### src/rtl/sensor_clock_divider.sv
// -----------------------------------------------------------------------------
// sensor_clock_divider
//
// Purpose:
//   Divides the slow system clock (clk_3M) by an integer ratio to produce the
//   optical sensor's sample clock. It also provides single-cycle edge strobes
//   and a count of sensor_clk rising edges. Readout logic in the clk_3M domain
//   can use these to align to sensor_clk without sampling it as data.
//
// Parameters:
//   DIV_RATIO  clk_3M cycles per sensor_clk period (2..65535)
//   CNT_W      width of sclk_count
//
// Ports:
//   clk_3M      in   system clock, rising-edge logic
//   reset       in   asynchronous active-low reset (0 = in reset)
//   sensor_clk  out  divided clock, driven straight from a flop
//   sclk_rise   out  1-cycle strobe, registered with sensor_clk going 0->1
//   sclk_fall   out  1-cycle strobe, registered with sensor_clk going 1->0
//   sclk_count  out  sensor_clk rising edges since reset, wraps
// -----------------------------------------------------------------------------
module sensor_clock_divider #(
  parameter int DIV_RATIO = 8,
  parameter int CNT_W     = 16
) (
  input  logic             clk_3M,
  input  logic             reset,
  output logic             sensor_clk,
  output logic             sclk_rise,
  output logic             sclk_fall,
  output logic [CNT_W-1:0] sclk_count
);

  // The guard keeps PH_W at 1 or more even when DIV_RATIO is illegal. The
  // elaboration check below can then report the error cleanly.
  localparam int PH_W = (DIV_RATIO > 2) ? $clog2(DIV_RATIO) : 1;
  localparam int HI   = (DIV_RATIO + 1) / 2;

  localparam logic [PH_W-1:0]  PH_ZERO  = {PH_W{1'b0}};
  localparam logic [PH_W-1:0]  PH_ONE   = PH_W'(1);
  localparam logic [PH_W-1:0]  PH_LAST  = PH_W'(DIV_RATIO - 1);
  localparam logic [PH_W-1:0]  PH_HI    = PH_W'(HI);
  localparam logic [CNT_W-1:0] CNT_ZERO = {CNT_W{1'b0}};
  localparam logic [CNT_W-1:0] CNT_ONE  = CNT_W'(1);

  if (DIV_RATIO < 2) begin : g_bad_ratio
    $error("sensor_clock_divider: DIV_RATIO must be at least 2");
  end

  logic [PH_W-1:0]  ph_q, ph_d;
  logic             sensor_clk_q, sensor_clk_d;
  logic             sclk_rise_q, sclk_rise_d;
  logic             sclk_fall_q, sclk_fall_d;
  logic [CNT_W-1:0] sclk_count_q, sclk_count_d;

  // Next-state logic. The flops take their values from the current phase, so
  // phase 0 at the first edge after release yields the rise on edge 1. Phase
  // HI yields the fall exactly HI cycles later. The extra cycle for odd ratios
  // therefore falls in the high part of the period.
  always_comb begin
    ph_d         = ph_q;
    sensor_clk_d = sensor_clk_q;
    sclk_rise_d  = 1'b0;
    sclk_fall_d  = 1'b0;
    sclk_count_d = sclk_count_q;

    if (ph_q == PH_LAST) begin
      ph_d = PH_ZERO;
    end else begin
      ph_d = ph_q + PH_ONE;
    end

    sensor_clk_d = (ph_q < PH_HI);
    sclk_rise_d  = (ph_q == PH_ZERO);
    sclk_fall_d  = (ph_q == PH_HI);

    if (sclk_rise_d) begin
      sclk_count_d = sclk_count_q + CNT_ONE;
    end else begin
      sclk_count_d = sclk_count_q;
    end
  end

  // State and output registers. Reset clears everything at once and cancels
  // any strobe in progress.
  always_ff @(posedge clk_3M or negedge reset) begin
    if (!reset) begin
      ph_q         <= PH_ZERO;
      sensor_clk_q <= 1'b0;
      sclk_rise_q  <= 1'b0;
      sclk_fall_q  <= 1'b0;
      sclk_count_q <= CNT_ZERO;
    end else begin
      ph_q         <= ph_d;
      sensor_clk_q <= sensor_clk_d;
      sclk_rise_q  <= sclk_rise_d;
      sclk_fall_q  <= sclk_fall_d;
      sclk_count_q <= sclk_count_d;
    end
  end

  assign sensor_clk = sensor_clk_q;
  assign sclk_rise  = sclk_rise_q;
  assign sclk_fall  = sclk_fall_q;
  assign sclk_count = sclk_count_q;

endmodule

### config.mk
export PLATFORM = sky130hd
export DESIGN_NAME = sensor_clock_divider
export DESIGN_NICKNAME = d
export VERILOG_FILES = /design/src/rtl/sensor_clock_divider.sv
export SDC_FILE = /design/constraint.sdc
export NUM_CORES = 1
export LEC_CHECK = 0
export BUFFER_PORTS_ARGS = -buffer_cell sky130_fd_sc_hd__buf_4
export CAP_MARGIN = 20
export CORE_UTILIZATION = 40
export DETAILED_ROUTE_END_ITERATION = 8
export PLACE_DENSITY = 0.61
export SLEW_MARGIN = 20
export SYNTH_ARGS = -nofsm -noshare
export SYNTH_HDL_FRONTEND = slang
export SYNTH_SLANG_ARGS = --single-unit
export TNS_END_PERCENT = 50
### constraint.sdc
create_clock -name clk_3M -period 1.5 [get_ports clk_3M]
set_input_delay 0.225 -clock clk_3M [delete_from_list [all_inputs] [get_ports clk_3M]]
set_output_delay 0.225 -clock clk_3M [all_outputs]
set_load 0.01 [all_outputs]
==> flow_summary.json, run 1 <==
{
  "clkSlewWorstSetupHoldPaths_ps": 110,
  "cts.sink_count": 22,
  "rsz0062_at_grt": "yes",
  "vias_per_cell": 4.636,
  "r2r_slack_ps": 60,
  "core_area_um2": 2191,
  "timing.fmax_mhz": 692.8,
  "skew_ps": 1.168,
  "htree_num_levels": 1,
  "fin_ws_ps": 56.57,
  "yosysSeqAreaShare_pct": 59.22,
  "leakage_nw": 0.6521,
  "critPathKind": "flop to flop",
  "core.rowCount": 17,
  "r2r-end": "sclk_count[10]",
  "dp.cells": 123,
  "cts_tree": "yes",
  "ys_top_cells_by_area": "dfrtp_1, xnor2_1, xor2_1",
  "numCtsBuffers": 3,
  "area_delta_synth_final_pct": 32.97,
  "fp.dieW_um": 50.21,
  "wl_per_cell_um": 10.83,
  "synth_top_area_share_pct": 59.22,
  "grt_pass1_vias": 587,
  "diodes": 0,
  "ios": 21,
  "ys_ff_latch": 22,
  "drv_cap": 0,
  "grt_max_degree": 23,
  "drive_gt1_share_pct": 37.50,
  "die_y_um": 50.21,
  "grt_pass1_wl_mm": 2.559,
  "powerDensity_nw_per_um2": 746.2,
  "final_area_um2": 1236,
  "cts-root-buf": "clkbuf_4",
  "cp-startpoint": "ph_q[0]",
  "syn_area_per_cell_um2": 13.09,
  "die_area_um2": 2521,
  "max_slew_margin_pct": 82.11,
  "grt.overflow.total": 0,
  "place_congestion": 0.6937,
  "dr.pass1.iters": 4,
  "endpoint": "sclk_count[10]",
  "hp-class": "input pin to asynchronous set/reset pin",
  "final.setup.tns_ps": 0,
  "drc_errors": 0,
  "antenna_found_initial": 0,
  "ant_nets": 0,
  "hold_violations": 0,
  "finalCriticalPeriod_ps": 1443,
  "status": "finished clean",
  "hpwl_mm": 1.043,
  "setup_viol": 0,
  "timing.final.crit_share_pct": 96.23,
  "synth_area_leader_cell": "dfrtp_1",
  "crit_arrival_ps": 1680,
  "worstPathRequired_ps": 1730,
  "power_uw": 922.5,
  "grtUsageTotal_pct": 13.59,
  "place_ws_ps": 2.855,
  "postPlaceCellArea_um2": 1147,
  "yosys_warnings": 0,
  "first_iter_violations": 2,
  "holdWs_ps": 331.2,
  "tightest_slew_ps": 268.3,
  "fin_util_pct": 56.42,
  "startpoint_type": "flop",
  "ys_types": 17,
  "synthesis.nets": 77,
  "fin_nets": 111,
  "clk_latency_ps": 300,
  "cts.path.max_buffers": 2,
  "crit_fanout": 4,
  "r2r-start": "ph_q[0]",
  "wl_mm": 1.430,
  "syn-instance-count": 71,
  "final_common_cell": "buf_4",
  "reg2reg_depth": 6,
  "vias": 612,
  "ir_drop_v": 0.0005444,
  "finalNonFillerCells": 132,
  "final_max_slew_viol_count": 0,
  "worstSetupEndpointType": "flop",
  "io_buffer_count": 20,
  "netlist_area_um2": 929.6,
  "start_util_pct": 42.43,
  "most-common-layout-cells": "buf_4, dfrtp_1, xnor2_1, nand2_1, xor2_1"
}
-- registers in the layout, summed over array words and instances, names as in the netlist --
name	count
ph_q	3
sclk_count	16
sclk_fall	1
sclk_rise	1
sensor_clk	1
-- cells by family (layout without fill, tap and decap cells) --
kind of cell,count (synthesis),after routing,synth area share [%]
and+or+nand+nor,25,25,18.30
DFF,22,22,59.22
xor gates and xnor gates,15,15,14.13
adders and majority gates,4,4,5.384
buffers and inverters,4,37,1.749
muxes,1,1,1.211
-- cells in the mapped netlist, drive strengths merged --
master	count
dfrtp	22
xnor2	9
nand2	7
xor2	6
ha	4
inv	3
nand3	3
nand4	3
nor2	3
and3	2
and4	2
nor3	2
and2	1
buf	1
mux2	1
nand4b	1
nor2b	1
-- worst max-delay path: stages (launching register included) --
cell	delay (ps)
dfrtp_1	410
inv_2	70
ha_4	150
nand4b_4	130
nor3_4	260
and4_1	230
xor2_1	140
-- area by class of cell --
class	count	area, um2
sequential	22	550.5
timing repair buffer	30	227.7
multi-input combinational	45	375.4
clock buffer	4	36.28
fill	196	954.7
inverter	3	11.26
tap	28	35.03
-- report_power, final --
part           switching (mW)  internal [mW]  leakage, nW  total [mW]
Sequential                  0          0.593        0.278       0.593
Combinational          0.0108        0.00347        0.353      0.0143
Clock                   0.167          0.148       0.0210       0.315
-- metal layers --
metal / vias to the layer above / global-route usage [%] / routed length [um]
li1: 300 / - / -
met2: 9 / 19.78 / 676
met1: 301 / 19.64 / 681
met5: - / 0 / 0
met3: 2 / 2.727 / 58
met4: 0 / 5.714 / 13
-- how the worst min path moves through the flow --
stage | startpoint | end | slack [ps] | cells past startpoint
after floorplan | reset | ph_q[0] | -70 | 0
after global placement | reset | sclk_count[2] | 130 | 1
after detailed placement | reset | sclk_rise | 130 | 1
after CTS | reset | sclk_rise | 330 | 2
after global routing | reset | sclk_count[13] | 340 | 2
final | reset | sclk_rise | 330 | 2
-- what timing repair did --
action                                  in CTS  in global routing
setup buffers                                0                  4
gates resized for setup                      0                  4
pin swaps                                    1                  6
endpoints found under the setup margin       1                  9
endpoints found under the hold margin       22                  0
hold buffers                                 1                  0
(Power assumes the default switching activity.)
==> inputs of run 2 (changes only) <==
--- a/config.mk
+++ b/config.mk
@@ -9,7 +9,7 @@
 export CAP_MARGIN = 20
 export CORE_UTILIZATION = 40
 export DETAILED_ROUTE_END_ITERATION = 8
-export PLACE_DENSITY = 0.61
+export PLACE_DENSITY = 0.75
 export SLEW_MARGIN = 20
 export SYNTH_ARGS = -nofsm -noshare
 export SYNTH_HDL_FRONTEND = slang
==> flow_summary.json, run 2 (synthesized netlist as in run 1, its figures left out) <==
{
  "status": "finished clean",
  "p_sw_uw": 180.0,
  "area_delta_synth_final_pct": 30.01,
  "sw_frac_of_total_pct": 19.47,
  "wl_per_cell_um": 11.83,
  "worstSetupEndpointType": "flop",
  "r2r-start": "ph_q[1]",
  "timing.final.crit_share_pct": 95.69,
  "vias_per_cell": 4.703,
  "wl_mm": 1.514,
  "reg2reg_depth": 6,
  "vias": 602,
  "timing.fmax_mhz": 696.7,
  "core_area_um2": 2191,
  "antenna_found_initial": 0,
  "finalCriticalPeriod_ps": 1435,
  "die_area_um2": 2521,
  "cp-startpoint": "ph_q[1]",
  "fin_nets": 107,
  "critPathKind": "flop to flop",
  "ir_drop_v": 0.0005037,
  "powerDensity_nw_per_um2": 764.8,
  "final.setup.tns_ps": 0,
  "place_congestion": 0.7507,
  "largest_reg_flops": 16,
  "cts_tree": "yes",
  "first_iter_violations": 7,
  "htree_num_levels": 1,
  "dr.pass1.iters": 4,
  "critical_path.cell_chain": "inv_2, ha_4, nand4b_4, nor3_4, and4_1, xor2_1",
  "fin_util_pct": 55.17,
  "fp.dieW_um": 50.21,
  "p_clk_share_pct": 34.3,
  "n_fill_cell": 197,
  "max_slew_margin_pct": 81.93,
  "hold_violations": 0,
  "cts.sink_count": 22,
  "final_max_slew_viol_count": 0,
  "tightest_slew_ps": 271.1,
  "seqPwrFrac_pct": 64.1,
  "grtUsageTotal_pct": 14.40,
  "finalNonFillerCells": 128,
  "skew_ps": 5.790,
  "clk_latency_ps": 300,
  "hpwl_mm": 1.146,
  "cts.path.max_buffers": 2,
  "r2r-end": "sclk_count[10]",
  "p_int_uw": 744.4,
  "grt_pass1_wl_mm": 2.608,
  "place_ws_ps": -26.96,
  "hp-class": "input pin to asynchronous set/reset pin",
  "drv_cap": 0,
  "diodes": 0,
  "r2r_slack_ps": 60,
  "die_y_um": 50.21,
  "grt.overflow.total": 0,
  "rsz0062_at_grt": "yes",
  "dp.cells": 121,
  "io_buffer_count": 20,
  "crit_arrival_ps": 1670,
  "startpoint_type": "flop",
  "clkSlewWorstSetupHoldPaths_ps": 120,
  "cp_slowest_cell": "dfrtp_1",
  "power_uw": 924.4,
  "final_common_cell": "buf_4",
  "cts-root-buf": "clkbuf_4",
  "grt_pass1_vias": 605,
  "drive_gt1_share_pct": 36.00,
  "fin_ws_ps": 64.62,
  "ant_nets": 0,
  "comb_power_share_pct": 1.6,
  "most-common-layout-cells": "buf_4, dfrtp_1, xnor2_1, nand2_1, xor2_1",
  "drc_errors": 0,
  "crit_fanout": 4,
  "start_util_pct": 42.43,
  "postPlaceCellArea_um2": 1132,
  "ios": 21,
  "numCtsBuffers": 3,
  "setup_viol": 0,
  "final_area_um2": 1209,
  "worstPathRequired_ps": 1730,
  "slowest_delay_ps": 410,
  "leakage_nw": 0.6342,
  "holdWs_ps": 328.4,
  "core.rowCount": 17,
  "endpoint": "sclk_count[10]",
  "grt_max_degree": 23
}
## run 2: changes by cell type in the layout (fill, tap and decap cells not counted), sizes merged
cell  previous run  this run
buf             29        25
## run 2: repair_timing
action | in CTS | in global routing
pin swaps | 0 | 3
resized for setup | 1 | 4
setup endpoints to repair | 4 | 11
setup buffers | 0 | 2
hold buffers | 1 | 0
hold endpoints to repair | 22 | 0
## run 2: worst min-delay path by stage
stage	startpoint	end	slack (ps)	cells past startpoint
after floorplan	reset	ph_q[0]	-70	0
after global placement	reset	sclk_count[14]	130	1
after detailed placement	reset	sclk_count[14]	130	1
after CTS	reset	sclk_count[14]	330	2
after global routing	reset	sclk_count[14]	340	2
final	reset	sclk_count[13]	330	2
## run 2: worst max-delay path, delay by kind of cell (launching register included)
family,cells,cell delay (ps)
xor+xnor,1,140
fa+ha+maj,1,140
buf+inv,1,70
flops,1,410
simple gates,3,600
## run 2: layout make-up
type	count	area [um2]	area share [%]
clock buffer	4	36.28	3.002
inverter	3	11.26	0.9317
multi-input combinational	45	377.9	31.26
sequential	22	550.5	45.55
tap	28	35.03	2.899
timing repair buffer	26	197.7	16.36
## run 2: power by group through the flow
stage	sequential, mW	clock, mW	combinational (mW)
floorplan	0.604	0	0.000000211
global placement	0.604	0	0.0134
detailed placement	0.604	0	0.0139
CTS	0.593	0.334	0.0159
global route	0.593	0.357	0.0175
finish	0.593	0.317	0.0145
## run 2: metal layers
layer	GRT usage, %	wire length [um]
met5	0	0
met4	7.143	25
met3	2.727	66
met2	25.33	784
met1	16.47	637
